[src/rtl/periph_sample_fifo.sv]
// Packs 2-bit I/Q front-end samples into 32-bit words and buffers them in a FIFO
// that the MCU drains through a small register window on the periph memory bus.
module periph_sample_fifo #(
  parameter logic [31:0] BASE_ADDR  = 32'h0200_0000,
  parameter int          FIFO_DEPTH = 16
) (
  input  logic        sys_clk,
  input  logic        rst,
  input  logic        mem_valid,
  output logic        mem_ready,
  input  logic [31:0] mem_addr,
  input  logic [31:0] mem_wdata,
  input  logic [3:0]  mem_wstrb,
  output logic [31:0] mem_rdata,
  input  logic        sample_valid,
  input  logic [1:0]  sample_i,
  input  logic [1:0]  sample_q,
  output logic        irq
);

  localparam int AW = $clog2(FIFO_DEPTH);
  localparam int LW = AW + 1;

  localparam logic [7:0] OFF_DATA   = 8'h00;
  localparam logic [7:0] OFF_STATUS = 8'h04;
  localparam logic [7:0] OFF_CTRL   = 8'h08;

  logic          r_mem_ready;
  logic [31:0]   r_mem_rdata;
  logic          r_irq;
  logic          r_enable;
  logic [7:0]    r_thr;
  logic          r_ovf;
  logic          r_udf;
  logic [LW-1:0] r_level;
  logic [AW-1:0] r_wr_ptr;
  logic [AW-1:0] r_rd_ptr;
  logic [31:0]   r_pack_word;
  logic [2:0]    r_pack_cnt;
  logic          r_push;
  logic [31:0]   r_push_word;
  logic [31:0]   r_fifo_mem [FIFO_DEPTH];

  logic          w_sel;
  logic          w_accept;
  logic          w_rd;
  logic          w_wr;
  logic [7:0]    w_off;
  logic          w_empty;
  logic          w_full;
  logic          w_data_rd;
  logic          w_pop;
  logic          w_udf_set;
  logic          w_ctrl_wr;
  logic          w_flush;
  logic          w_stat_wr;
  logic          w_push_ok;
  logic          w_ovf_set;
  logic          w_sample;
  logic [3:0]    w_nibble;
  logic [31:0]   w_pack_next;
  logic [31:0]   w_head;
  logic [31:0]   w_status;
  logic [31:0]   w_ctrl;
  logic [31:0]   w_rd_val;
  logic          w_unused_wdata;

  // Valid/ready: a request is taken when valid, decoded and not already acking;
  // ready follows for one cycle with registered rdata, and rdata is 0 otherwise.
  assign w_sel     = (mem_addr[31:8] == BASE_ADDR[31:8]);
  assign w_accept  = mem_valid && w_sel && !r_mem_ready;
  assign w_rd      = w_accept && (mem_wstrb == 4'b0000);
  assign w_wr      = w_accept && (mem_wstrb != 4'b0000);
  assign w_off     = mem_addr[7:0];

  assign w_empty   = (r_level == '0);
  assign w_full    = (r_level == LW'(FIFO_DEPTH));
  assign w_data_rd = w_rd && (w_off == OFF_DATA);
  assign w_pop     = w_data_rd && !w_empty;
  assign w_udf_set = w_data_rd && w_empty;
  assign w_ctrl_wr = w_wr && (w_off == OFF_CTRL);
  assign w_flush   = w_ctrl_wr && mem_wstrb[0] && mem_wdata[1];
  assign w_stat_wr = w_wr && (w_off == OFF_STATUS) && mem_wstrb[0];

  // A flush swallows a word completing in the same cycle without flagging ovf.
  assign w_push_ok = r_push && (!w_full || w_pop) && !w_flush;
  assign w_ovf_set = r_push && w_full && !w_pop && !w_flush;

  assign w_sample  = r_enable && sample_valid;
  assign w_nibble  = {sample_i, sample_q};
  assign w_head    = r_fifo_mem[r_rd_ptr];
  assign w_status  = {16'h0000, 8'(r_level), 4'h0, r_udf, r_ovf, w_full, w_empty};
  assign w_ctrl    = {16'h0000, r_thr, 7'h00, r_enable};

  assign w_unused_wdata = ^{mem_wdata[31:16], mem_wdata[7:4]};

  always_comb begin
    w_pack_next = r_pack_word;
    w_pack_next[{r_pack_cnt, 2'b00} +: 4] = w_nibble;
  end

  always_comb begin
    w_rd_val = 32'h0;
    if (w_rd) begin
      case (w_off)
        OFF_DATA:   w_rd_val = w_empty ? 32'h0 : w_head;
        OFF_STATUS: w_rd_val = w_status;
        OFF_CTRL:   w_rd_val = w_ctrl;
        default:    w_rd_val = 32'h0;
      endcase
    end
  end

  always_ff @(posedge sys_clk or posedge rst) begin
    if (rst) begin
      r_mem_ready <= 1'b0;
      r_mem_rdata <= 32'h0;
      r_irq       <= 1'b0;
      r_enable    <= 1'b0;
      r_thr       <= 8'h00;
      r_ovf       <= 1'b0;
      r_udf       <= 1'b0;
      r_level     <= '0;
      r_wr_ptr    <= '0;
      r_rd_ptr    <= '0;
      r_pack_word <= 32'h0;
      r_pack_cnt  <= 3'd0;
      r_push      <= 1'b0;
      r_push_word <= 32'h0;
    end else begin
      r_mem_ready <= w_accept;
      r_mem_rdata <= w_accept ? w_rd_val : 32'h0;

      if (w_ctrl_wr && mem_wstrb[0]) r_enable <= mem_wdata[0];
      if (w_ctrl_wr && mem_wstrb[1]) r_thr    <= mem_wdata[15:8];

      r_push      <= 1'b0;
      r_push_word <= w_pack_next;
      if (w_flush || !r_enable) begin
        r_pack_cnt  <= 3'd0;
        r_pack_word <= 32'h0;
      end else if (w_sample) begin
        if (r_pack_cnt == 3'd7) begin
          r_push      <= 1'b1;
          r_pack_cnt  <= 3'd0;
          r_pack_word <= 32'h0;
        end else begin
          r_pack_cnt  <= r_pack_cnt + 3'd1;
          r_pack_word <= w_pack_next;
        end
      end

      if (w_flush) begin
        r_wr_ptr <= '0;
        r_rd_ptr <= '0;
        r_level  <= '0;
      end else begin
        if (w_push_ok) r_wr_ptr <= r_wr_ptr + 1'b1;
        if (w_pop)     r_rd_ptr <= r_rd_ptr + 1'b1;
        case ({w_push_ok, w_pop})
          2'b10:   r_level <= r_level + 1'b1;
          2'b01:   r_level <= r_level - 1'b1;
          default: r_level <= r_level;
        endcase
      end

      // A new event beats a software clear landing in the same cycle.
      if (w_flush)                       r_ovf <= 1'b0;
      else if (w_ovf_set)                r_ovf <= 1'b1;
      else if (w_stat_wr && mem_wdata[2]) r_ovf <= 1'b0;

      if (w_flush)                       r_udf <= 1'b0;
      else if (w_udf_set)                r_udf <= 1'b1;
      else if (w_stat_wr && mem_wdata[3]) r_udf <= 1'b0;

      r_irq <= r_enable && (8'(r_level) >= r_thr) && (r_thr != 8'h00);
    end
  end

  always_ff @(posedge sys_clk) begin
    if (w_push_ok) r_fifo_mem[r_wr_ptr] <= r_push_word;
  end

  assign mem_ready = r_mem_ready;
  assign mem_rdata = r_mem_rdata;
  assign irq       = r_irq;

endmodule

[config.mk]
export PLATFORM = sky130hd
export DESIGN_NAME = periph_sample_fifo
export DESIGN_NICKNAME = d
export VERILOG_FILES = /design/src/rtl/periph_sample_fifo.sv
export SDC_FILE = /design/constraint.sdc
export NUM_CORES = 1
export LEC_CHECK = 0
export ABC_CLOCK_PERIOD_IN_PS = 4700
export CAP_MARGIN = 10
export CORE_UTILIZATION = 60
export DETAILED_ROUTE_END_ITERATION = 12
export PLACE_DENSITY = 0.77
export SETUP_SLACK_MARGIN = 0.3
export SYNTH_ARGS = -nofsm -noshare
export SYNTH_HDL_FRONTEND = slang
export SYNTH_SLANG_ARGS = --single-unit
[constraint.sdc]
create_clock -name sys_clk -period 4.7 [get_ports sys_clk]
set_input_delay 0.94 -clock sys_clk [delete_from_list [all_inputs] [get_ports sys_clk]]
set_output_delay 0.94 -clock sys_clk [all_outputs]
set_load 0.05 [all_outputs]
# [Word-level counts from Yosys, hierarchy flattened]
# Memory sizes are Yosys's and may differ from the RTL's.
# Index checks and enable logic that the tools add are counted.
[totals] memories=1 input_bits=76 ramBits=512 out_inout_bits=34 reg_bits=126 wordCells=101
[classes] muxes=28 magnitude_cmp=1 add_sub_neg=6 reduce_logical=42 n_shift=2 eq_ne=7
[memory_table] name="r_fifo_mem" words=16 word_bits=32 rd=1 rd_clocked_by_memory_dff=0 wr=1 line="42" source="logic [31:0] r_fifo_mem [FIFO_DEPTH];"
[op_table] op="2-to-1 mux 32 bit" n=6
[op_table] op="case mux 32 bit (3 select lines)" n=1
[op_table] op="bitwise mux 32 bit" n=1
[op_table] op="variable shift 4 x 7 -> 32 bit, first input constant" n=1
[op_table] op="variable part select 4 x 7 -> 32 bit" n=1
[op_table] op="== test 24 x 18 -> 1 bit, second input constant" n=1
[op_table] op="logical AND 1 bit" n=23
[op_table] op="2-to-1 mux 4 bit" n=4
[op_table] op="2-to-1 mux 1 bit" n=11
[op_table] op="case mux 5 bit (2 select lines)" n=1
[op_table] op="2-to-1 mux 3 bit" n=3
[op_table] op="nonzero test 3 bit" n=3
[op_table] op="adder 4 x 1 -> 4 bit, second input constant" n=2
[op_table] op="== test 8 x 3 -> 1 bit, second input constant" n=1
[op_table] op="== test 8 x 4 -> 1 bit, second input constant" n=1
[op_table] op="greater-or-equal comparator 5 x 8 -> 1 bit" n=1
[op_table] op="logical NOT 8 bit" n=1
[op_table] op="nonzero test 8 bit" n=1
[op_table] op="negation 5 -> 7 bit" n=1
[op_table] op="logical NOT 1 bit" n=6
[op_table] op="nonzero test 2 bit" n=3
[op_table] op="adder 5 x 1 -> 5 bit, second input constant" n=1
[op_table] op="== test 5 bit, second input constant" n=1
[op_table] op="logical NOT 5 bit" n=1
[op_table] op="other kinds (9)" n=10

# [Logic depth before layout (Yosys ltp)]
# Gate-level depths: netlist of the first run.
[logic_depth] word_depth=12 depth_mapped=10 mapped_depth_nobuf=9

# [Worst setup path before layout of the first run]
# OpenSTA, ideal clock, no wires.
[synth_path] path_type="input to register" startpoint="in mem_addr[26]" endpoint="mem r_fifo_mem[12][0] (enable)" path_slack_ns=0.568 setup_time_ns=0.421 stages=7 n_path_buf=1 arrival_time_ns=3.711 required_ns=4.279 cell_sequence="nor4b_1 -> and4_1 -> buf_2 -> nand3_1 -> a21oi_1 -> nand4_1 -> nor2_1"
[synth_via] elab_chain_len=11 elab_cells_between_ends=16 classes_between="1 x eq/ne; 2 x mux; 13 x reduce/logical"
[synth_rtl] element="start, declared" line="11" source="input logic [31:0] mem_addr,"
[synth_rtl] element="== test 24 x 18 -> 1 bit *" line="70" source="assign w_sel = (mem_addr[31:8] == BASE_ADDR[31:8]);"
[synth_rtl] element="logical AND 1 bit * (2 in a row)" line="71" source="assign w_accept = mem_valid && w_sel && !r_mem_ready;"
[synth_rtl] element="logical AND 1 bit, on equally long branches" line="72, 73"
[synth_rtl] element="logical AND 1 bit, on equally long branches" line="78, 81"
[synth_rtl] element="logical AND 1 bit, on equally long branches" line="79, 82"
[synth_rtl] element="logical OR 1 bit / logical AND 1 bit (equally long branches)" line="86, 82"
[synth_rtl] element="logical AND 1 bit / logical NOT 1 bit (equally long branches)" line="86" source="assign w_push_ok = r_push && (!w_full || w_pop) && !w_flush;"
[synth_rtl] element="logical AND 1 bit *" line="86"
[synth_rtl] element="2-to-1 mux 1 bit *" line="181" source="if (w_push_ok) r_fifo_mem[r_wr_ptr] <= r_push_word;"
[synth_rtl] element="2-to-1 mux 1 bit (implied by the code) *" line="181"
[synth_rtl] element="end, declared" line="42"
# Mark *: on every way between the ends. The rest lies on a longest branch, timed or not.

# [Final worst setup path of the first run]
[layout_path] startpoint="in mem_addr[23]" endpoint="mem r_fifo_mem[14][24] (enable)"
# The elaborated chain is that of the path after synthesis.

==> flow_summary_export.csv, run 1 <==
group,metric,value,unit
clocking,cts_tree,"done",
power_and_ir_drop,leakage,0.0105,uW
grt,grt_pass1_vias,13260,
sta,layout_min_cycle_time,3950,ps
sta,worstMarginPinSlew,1090,ps
placement,numPortBuffers,89,
die,core,0.0409,sq mm
sta,layout_setup_ws,751,ps
die,initial_core_util,61.1,%
sta,final_hold_viol_count,0,
placement,finalWeightedCongestion,0.845,
worst_setup_path,crit_chain,"clkdlybuf4s50_1 -> nor4b_1 -> and4_1 -> nand3_1 -> a21oi_1 -> nand4_1 -> nor2_4 -> buf_12",
synthesis,ys_ff_latch,638,
clocking,cts_hold_buf,0,
clocking,clk_latency,630,ps
die,ios,110,
drt,drc,0,
clocking,ctsResizeCount,0,
placement,pre_cts_slack,189,ps
worst_setup_path,rr_worst_depth,7,
worst_setup_path,cp_top_family,"simple AND/OR/NAND/NOR gates",
sta,clock_skew,22.2,ps
clocking,clk_pin_slew,60,ps
final_layout,syn2layout_area_growth,16.2,%
grt,grt.overflow.total,0,
die,dieArea,0.0425,sq mm
power_and_ir_drop,peakVddDrop,346,uV
run,maxCapViolCount,0,
worst_setup_path,reg2reg_slack,1500,ps
worst_setup_path,cp-endpoint,"r_fifo_mem[14][24]",
grt,grt.total_usage,26.8,%
final_layout,nets,1494,
synthesis,postSynth.asyncResetShare,19.7,%
worst_setup_path,critPathBufInv,2,
final_layout,multiInputGateArea,0.00621,sq mm
sta,max-slew-margin-rel,27.4,%
final_layout,layout.area.seq,0.0185,sq mm
final_layout,stdcell_area,0.0291,sq mm
sta,fin_crit_sh,84.0,%
sta,fin_tns_setup,0,ps
final_layout,mostFrequentLayoutCells,"edfxtp_1 (512), mux4_2 (160), dfrtp_1 (122)",
synthesis,synthFlopType,"edfxtp_1",
final_layout,fillers,2420,
sta,maxClockFrequency,253,MHz
drt,ant_nets,0,
synthesis,ys_types,53,
outcome,status,"complete, no violations",
drt,vias_per_cell,6.37,
sta,setup_viol,0,
grt,antenna_found_initial,0,
synthesis,syn_area_per_cell,19.7,sq um
synthesis,synth-seq-area-share,74.1,%
sta,rsz0062_at_grt,"no",
drt,drt_iter0_drc,1309,
clocking,post_cts_buffers,0,
worst_setup_path,crit_path_start,"mem_addr[23]",
die,die_h,206,um
worst_setup_path,worstPathMaxFanout,27,
die,die_w,206,um
worst_setup_path,required,4990,ps
sta,slew_viol_final,0,
drt,via_count,12644,
final_layout,fin_util,71.0,%
final_layout,instances_no_fill,1984,
clocking,cts_sinks,638,
synthesis,netlist_area,0.0250,sq mm
clocking,cts_buffers,61,
drt,routedWlPerCell,27.2,um
worst_setup_path,cp_slowest_cell,"nor4b_1",
worst_setup_path,cp-start-kind,"input pin",
die,num_rows,74,
final_layout,layout_commonest_cell,"edfxtp_1",
worst_setup_path,max_stage_delay,610,ps
hold_path,hold_path_class,"reg2reg",
placement,dp_hpwl,29.7,mm
clocking,htreeDepth,2,
power_and_ir_drop,p_per_area,390,mW/mm^2
placement,dpl.cell_count,1868,
clocking,cts_buffer_depth,3,
drt,first_pass_iters,5,
grt,grt_pass1_wl,81.4,mm
worst_setup_path,path_depth,8,
drt,drt_wl_total,54.0,mm
worst_setup_path,path_class,"in2reg",
worst_setup_path,r2r-end,"r_fifo_mem[14][24]",
worst_setup_path,timing.rr.start,"mem_ready",
worst_setup_path,critPathCaptureType,"flip-flop",
final_layout,layout-drive-gt1-share,25.0,%
worst_setup_path,cp_data_arrival_time,4240,ps
placement,placed_cell_area,0.0269,sq mm
grt,grt_max_degree,84,
synthesis,synth_nets,1361,
synthesis,synth_edf_count,512,
clocking,cts-root-buf,"clkbuf_16",
synthesis,synth_cells,1266,
synthesis,yosys_warnings,0,
final_layout,n_antenna_cell,0,
==> flip-flops by register name, summed over array words and instances (netlist names), 3 cells and up <==
signal	flops
r_pack_word	32
r_thr	8
mem_rdata	32
r_rd_ptr	4
r_level	5
r_fifo_mem	512
r_wr_ptr	4
r_pack_cnt	3
r_push_word	32
==> report_power, final <==
group | total, uW | switching (uW) | internal, uW
logic | 100 | 52.2 | 48.3
registers | 6050 | 7.20 | 6040
clock network | 5190 | 2110 | 3080
==> area by class of cell <==
class                      count  share of cell area, %
tap                          532                   2.29
multi-input combinational    551                   21.4
clock buffer                  73                   5.44
clock inverter                43                   1.95
inverter                      17                  0.237
timing repair buffer         130                   4.94
sequential                   638                   63.8
==> layer usage <==
layer  vias to the layer above  share of wire (%)  global-route usage, %
met5                         -                  0                      0
met3                        96                6.1                   3.71
met1                      6693                 41                   37.8
li1                       5348                  -                      -
met2                       507                 50                   43.7
met4                         0                2.6                   8.90
==> Yosys cell counts, types with 2 or more instances <==
cell / number / area share (%)
a21oi_1: 42 / 0.84
or3_1: 5 / 0.13
clkbuf_1: 29 / 0.44
o21ai_0: 17 / 0.34
nand2_1: 26 / 0.39
nand2b_1: 9 / 0.23
and2_1: 35 / 0.88
edfxtp_1: 512 / 61
dfrtp_1: 126 / 13
a21o_1: 5 / 0.15
buf_1: 6 / 0.090
nor3_1: 2 / 0.040
and4_1: 4 / 0.14
nor4_2: 2 / 0.10
mux2i_1: 4 / 0.16
and2_0: 3 / 0.075
xnor2_1: 3 / 0.11
nor2b_1: 34 / 0.85
a222oi_1: 5 / 0.20
nor4b_1: 6 / 0.21
o211ai_1: 3 / 0.090
mux2_2: 33 / 1.5
a22oi_1: 7 / 0.21
nor2_1: 77 / 1.2
nand3_1: 9 / 0.18
ha_1: 19 / 0.95
nand4_1: 8 / 0.20
nor4_1: 9 / 0.23
buf_2: 24 / 0.48
and3_1: 3 / 0.075
o21ai_1: 2 / 0.040
inv_1: 17 / 0.26
mux4_2: 160 / 14
==> per-stage QoR <==
stage,power (uW),hold WS (ps)
2_1_floorplan,6190,474
3_3_place_gp,6260,499
3_5_place_dp,6270,506
4_1_cts,11400,508
5_1_grt,11600,539
6_report,11300,506
==> worst min path at each step <==
stage	depth (start not counted)	start	slack (ps)	end
CTS	1	r_pack_word[22]	510	r_push_word[22]
global placement	1	r_pack_word[0]	500	r_push_word[0]
finish	1	r_pack_word[22]	510	r_push_word[22]
detailed placement	1	r_pack_word[6]	510	r_push_word[6]
global route	1	r_pack_word[0]	540	r_push_word[0]
floorplan	2	r_pack_word[16]	470	r_push_word[16]
==> cells by family (layout without fill, tap and decap cells) <==
kind of cell,Yosys count,after routing,synth area share [%]
AOI/OAI and AO/OA,89,89,2.13
xor gates and xnor gates,4,4,0.140
adders and majority gates,19,19,0.951
buffers and inverters,77,263,1.29
DFF,638,638,74.1
muxes,197,197,16.1
and+or+nand+nor,242,242,5.32
No activity file was read; power rests on OpenSTA's default activity.
==> inputs of run 2 (changes only) <==
--- a/config.mk
+++ b/config.mk
@@ -5,7 +5,7 @@
 export SDC_FILE = /design/constraint.sdc
 export NUM_CORES = 1
 export LEC_CHECK = 0
-export ABC_CLOCK_PERIOD_IN_PS = 4700
+export ABC_CLOCK_PERIOD_IN_PS = 3650
 export CAP_MARGIN = 10
 export CORE_UTILIZATION = 60
 export DETAILED_ROUTE_END_ITERATION = 12
==> constraint.sdc (replaced) <==
create_clock -name sys_clk -period 3.65 [get_ports sys_clk]
set_input_delay 0.73 -clock sys_clk [delete_from_list [all_inputs] [get_ports sys_clk]]
set_output_delay 0.73 -clock sys_clk [all_outputs]
set_load 0.05 [all_outputs]
==> run 2 against run 1 <==
Count of clock-buffer cells in the layout is 13 higher. Worst setup slack worse by 1.9 ps. Critical path type unchanged. Sequential cell count stayed put.
==> flow_summary_export.csv, run 2 (synthesized netlist as in run 1, its figures left out) <==
group,metric,value,unit
final_layout,layout-drive-gt1-share,25.9,%
drt,routedWlPerCell,26.9,um
placement,placed_cell_area,0.0272,sq mm
power_and_ir_drop,p_per_area,483,mW/mm^2
worst_setup_path,path_class,"in2reg",
grt,grt.overflow.total,0,
placement,numPortBuffers,89,
die,num_rows,74,
clocking,cts_buffer_depth,3,
sta,fin_tns_setup,0,ps
hold_path,worstHoldStart,"r_pack_word[27]",
worst_setup_path,timing.rr.start,"r_rd_ptr[0]",
power_and_ir_drop,peakVddDrop,514,uV
clocking,clk_latency,610,ps
drt,drt_iter0_drc,1220,
sta,fin_crit_sh,79.5,%
hold_path,worst_hold_path.endpoint,"r_push_word[27]",
clocking,cts_tree,"done",
drt,vias_per_cell,6.36,
sta,max-slew-margin-rel,37.4,%
drt,first_pass_iters,8,
run,maxCapViolCount,0,
die,die_w,206,um
die,initial_core_util,61.1,%
grt,grt_pass1_wl,81.5,mm
placement,dp_hpwl,30.4,mm
sta,setup_viol,0,
final_layout,fin_util,71.4,%
sta,layout_min_cycle_time,2900,ps
hold_path,hold_path_depth,1,
grt,antenna_found_initial,1,
die,core,0.0409,sq mm
clocking,cts_hold_buf,0,
sta,clock_skew,21.7,ps
sta,layout_setup_ws,750,ps
drt,ant_nets,0,
drt,via_count,12782,
worst_setup_path,reg2reg_slack,950,ps
grt,grt_max_degree,95,
sta,final_hold_viol_count,0,
grt,grt_pass1_vias,13207,
outcome,status,"complete, no violations",
final_layout,n_antenna_cell,0,
clocking,cts-root-buf,"clkbuf_16",
grt,grt.total_usage,26.7,%
sta,maxClockFrequency,345,MHz
worst_setup_path,r2r-end,"mem_rdata[16]",
power_and_ir_drop,leakage,0.0106,uW
worst_setup_path,rr_worst_depth,4,
final_layout,layout_commonest_cell,"edfxtp_1",
drt,drt_wl_total,54.0,mm
final_layout,mostFrequentLayoutCells,"edfxtp_1 (512), mux4_2 (160), dfrtp_1 (122)",
die,die_h,206,um
worst_setup_path,cp_data_arrival_time,3190,ps
placement,finalWeightedCongestion,0.827,
clocking,clk_pin_slew,60,ps
clocking,ctsResizeCount,0,
hold_path,hold_path_class,"reg2reg",
clocking,htreeDepth,2,
clocking,post_cts_buffers,0,
drt,drc,0,
clocking,cts_buffers,60,
power_and_ir_drop,total_power,14100,uW
sta,rsz0062_at_grt,"no",
die,ios,110,
worst_setup_path,worstPathMaxFanout,18,
worst_setup_path,max_stage_delay,480,ps
worst_setup_path,cp_slowest_cell,"nor4_1",
final_layout,largest_register_ffs,512,
sta,worstMarginPinSlew,939,ps
worst_setup_path,cp-start-kind,"input pin",
final_layout,nets,1521,
placement,pre_cts_slack,225,ps
final_layout,stdcell_area,0.0292,sq mm
die,dieArea,0.0425,sq mm
worst_setup_path,required,3940,ps
worst_setup_path,crit_chain,"clkdlybuf4s50_1 -> nor4_1 -> nand4_1 -> nor3_2 -> o21ai_1 -> nor4b_1 -> buf_4 -> and2_2 -> buf_12",
worst_setup_path,critPathBufInv,3,
worst_setup_path,critPathCaptureType,"flip-flop",
final_layout,syn2layout_area_growth,16.9,%
worst_setup_path,cp_top_family,"simple AND/OR/NAND/NOR gates",
sta,slew_viol_final,0,
clocking,cts_sinks,638,
final_layout,largest-register,"r_fifo_mem",
## run 2: changes by cell type in the layout (fill, tap and decap cells not counted), sizes merged
| cell | change |
|---|---|
| bufinv | -8 |
| clkinvlp | -1 |
| buf | +28 |
| clkbuf | +13 |
| inv | -4 |
| clkinv | -2 |
## run 2: area by class of cell
cell class / count / area, sq um
Clock buffer: 86 / 1740
Clock inverter: 28 / 254
Timing Repair Buffer: 158 / 1760
Multi-Input combinational cell: 551 / 6210
Sequential cell: 638 / 18500
Inverter: 17 / 67.6
Tap cell: 532 / 666
Fill cell: 2407 / 11700
## run 2: through the flow
stage | hold WS [ps] | instances
after floorplan | 474 | 1266
after global placement | 496 | 1896
after detailed placement | 507 | 1896
after CTS | 522 | 2010
after global routing | 543 | 2010
final | 523 | 2010
## run 2: worst max path at each step
stage | to | slack [ps] | start | cells after the start
floorplan | r_fifo_mem[12][0] | -270 | mem_addr[26] | 7
global placement | r_fifo_mem[15][20] | 250 | mem_addr[20] | 9
detailed placement | r_level[4] | 230 | mem_addr[1] | 10
CTS | r_fifo_mem[9][15] | 840 | mem_addr[20] | 9
global route | r_fifo_mem[7][29] | 540 | mem_addr[2] | 9
finish | r_fifo_mem[9][15] | 750 | mem_addr[20] | 9
## run 2: per-layer routing
layer / share of wire [%] / vias up / track usage (%)
met5: 0.024 / - / 0
met4: 2.5 / 2 / 8.35
met3: 6.1 / 89 / 3.69
met2: 51 / 500 / 43.7
met1: 40 / 6794 / 37.8
li1: - / 5397 / -
## run 2: power by group
group / switching, uW / internal (uW) / total (uW)
clock: 2590 / 3600 / 6190
combinational: 66.5 / 67.4 / 134
sequential: 9.10 / 7780 / 7790
==> inputs of run 3 (changes only) <==
--- a/config.mk
+++ b/config.mk
@@ -5,7 +5,7 @@
 export SDC_FILE = /design/constraint.sdc
 export NUM_CORES = 1
 export LEC_CHECK = 0
-export ABC_CLOCK_PERIOD_IN_PS = 3650
+export ABC_CLOCK_PERIOD_IN_PS = 2800
 export CAP_MARGIN = 10
 export CORE_UTILIZATION = 60
 export DETAILED_ROUTE_END_ITERATION = 12
==> constraint.sdc (replaced) <==
create_clock -name sys_clk -period 2.8 [get_ports sys_clk]
set_input_delay 0.56 -clock sys_clk [delete_from_list [all_inputs] [get_ports sys_clk]]
set_output_delay 0.56 -clock sys_clk [all_outputs]
set_load 0.05 [all_outputs]
==> run 3 against run 2 <==
Via count grew 3.6%. Largest power group unchanged. Sequential power grew 31%. Total power grew 32%. Largest cell class unchanged. Wire length rose by 11%. Register-to-register slack worse by 620 ps.
==> flow_summary_export.csv, run 3 (synthesized netlist as in run 1, its figures left out) <==
group,metric,value,unit
outcome,status,"complete, no violations",
drt,ant_nets,0,
power_and_ir_drop,leakage,0.0112,uW
sta,layout_min_cycle_time,2470,ps
grt,antenna_found_initial,5,
sta,layout_setup_ws,326,ps
clocking,cts_tree,"done",
worst_setup_path,cp_data_arrival_time,2810,ps
clocking,clk_pin_slew,60,ps
grt,grt.overflow.total,0,
clocking,cts_buffer_depth,3,
die,die_w,206,um
worst_setup_path,critPathCaptureType,"flip-flop",
die,die_h,206,um
final_layout,largest-register,"r_fifo_mem",
run,maxCapViolCount,0,
die,initial_core_util,61.1,%
clocking,cts_sinks,638,
grt,grt_pass1_wl,86.8,mm
drt,drc,0,
sta,clock_skew,19.1,ps
final_layout,syn2layout_area_growth,21.5,%
sta,worstMarginPinSlew,891,ps
drt,vias_per_cell,6.41,
drt,drt_iter0_drc,1301,
placement,numPortBuffers,89,
placement,pre_cts_slack,-548,ps
power_and_ir_drop,p_per_area,615,mW/mm^2
sta,whs,443,ps
worst_setup_path,cp-start-kind,"input pin",
sta,slew_viol_final,0,
grt,grt_pass1_vias,13814,
power_and_ir_drop,peakVddDrop,488,uV
clocking,clk_latency,630,ps
drt,drt_wl_total,59.9,mm
final_layout,largest_register_ffs,512,
sta,rsz0062_at_grt,"yes",
die,dieArea,0.0425,sq mm
clocking,htreeDepth,2,
drt,first_pass_iters,5,
sta,final_hold_viol_count,0,
clocking,cts-root-buf,"clkbuf_16",
worst_setup_path,required,3140,ps
final_layout,fin_util,74.2,%
die,num_rows,74,
final_layout,n_antenna_cell,0,
sta,setup_viol,0,
worst_setup_path,worstPathMaxFanout,7,
final_layout,mostFrequentLayoutCells,"edfxtp_1 (512), mux4_2 (160), dfrtp_1 (120)",
drt,via_count,13244,
final_layout,layout_commonest_cell,"edfxtp_1",
placement,dp_hpwl,35.6,mm
worst_setup_path,path_class,"in2reg",
drt,routedWlPerCell,29.0,um
die,ios,110,
hold_path,hold_path_class,"in2async",
sta,fin_tns_setup,0,ps
final_layout,layout-drive-gt1-share,30.6,%
clocking,cts_buffers,60,
die,core,0.0409,sq mm
placement,finalWeightedCongestion,0.830,
sta,fin_crit_sh,88.4,%
grt,grt.total_usage,29.0,%
sta,maxClockFrequency,404,MHz
grt,grt_max_degree,127,
final_layout,nets,1578,
sta,max-slew-margin-rel,40.6,%
-- run 3: cell type report --
class / instances / area (sq um)
clock buffer: 84 / 1680
clock inverter: 30 / 337
fill: 2218 / 10500
inverter: 17 / 67.6
multi-input combinational: 551 / 6490
sequential: 638 / 18500
tap: 532 / 666
timing repair buffer: 215 / 2600
-- run 3: per-layer routing --
layer	wire length [um]	global-route usage, %
met3	4570	5.80
met2	30900	48.1
met4	2260	11.8
met5	14	0
met1	22200	37.9
-- run 3: worst paths after layout --
check,start,to,slack [ps],cells past startpoint
max,mem_addr[2],r_fifo_mem[8][11],330,8
min,rst,r_pack_word[0],440,3
max reg2reg,r_level[0],r_level[2],330,8
min reg2reg,r_pack_word[24],r_push_word[24],520,1
max in group asynchronous,rst,r_rd_ptr[0],1650,3
min in group sys_clk,mem_addr[28],mem_ready,450,5
-- run 3: where the power goes --
group	total, uW	internal (uW)	leakage, uW	switching (uW)
clock	8340	4840	0.000988	3500
combinational	184	89.1	0.00318	94.5
sequential	10200	10100	0.00704	14.3
total	18700	15100	0.0112	3610
-- run 3: repair_timing --
action / in CTS / in global routing
hold buffers: 0 / 0
setup buffers: 5 / 2
pin swaps: 7 / 2
setup endpoints to repair: 295 / 493
gates resized for setup: 13 / 30
cloned: 0 / 2
-- run 3: critical path, cell delays in order --
cell and delay, ps:
clkdlybuf4s50_1 450, nor4_2 340, nand2_1 160, nor3_4 260, o21ai_4 130, nor4b_4 360, and2_4 350, clkbuf_16 200
-- run 3: through the flow --
step	cells	total power, uW	area (sq um)
5_1_grt	2067	19100	30400
2_1_floorplan	1266	10400	25200
4_1_cts	2063	18800	30200
3_5_place_dp	1944	10500	28100
3_3_place_gp	1944	10500	28100
6_report	2067	18700	30400
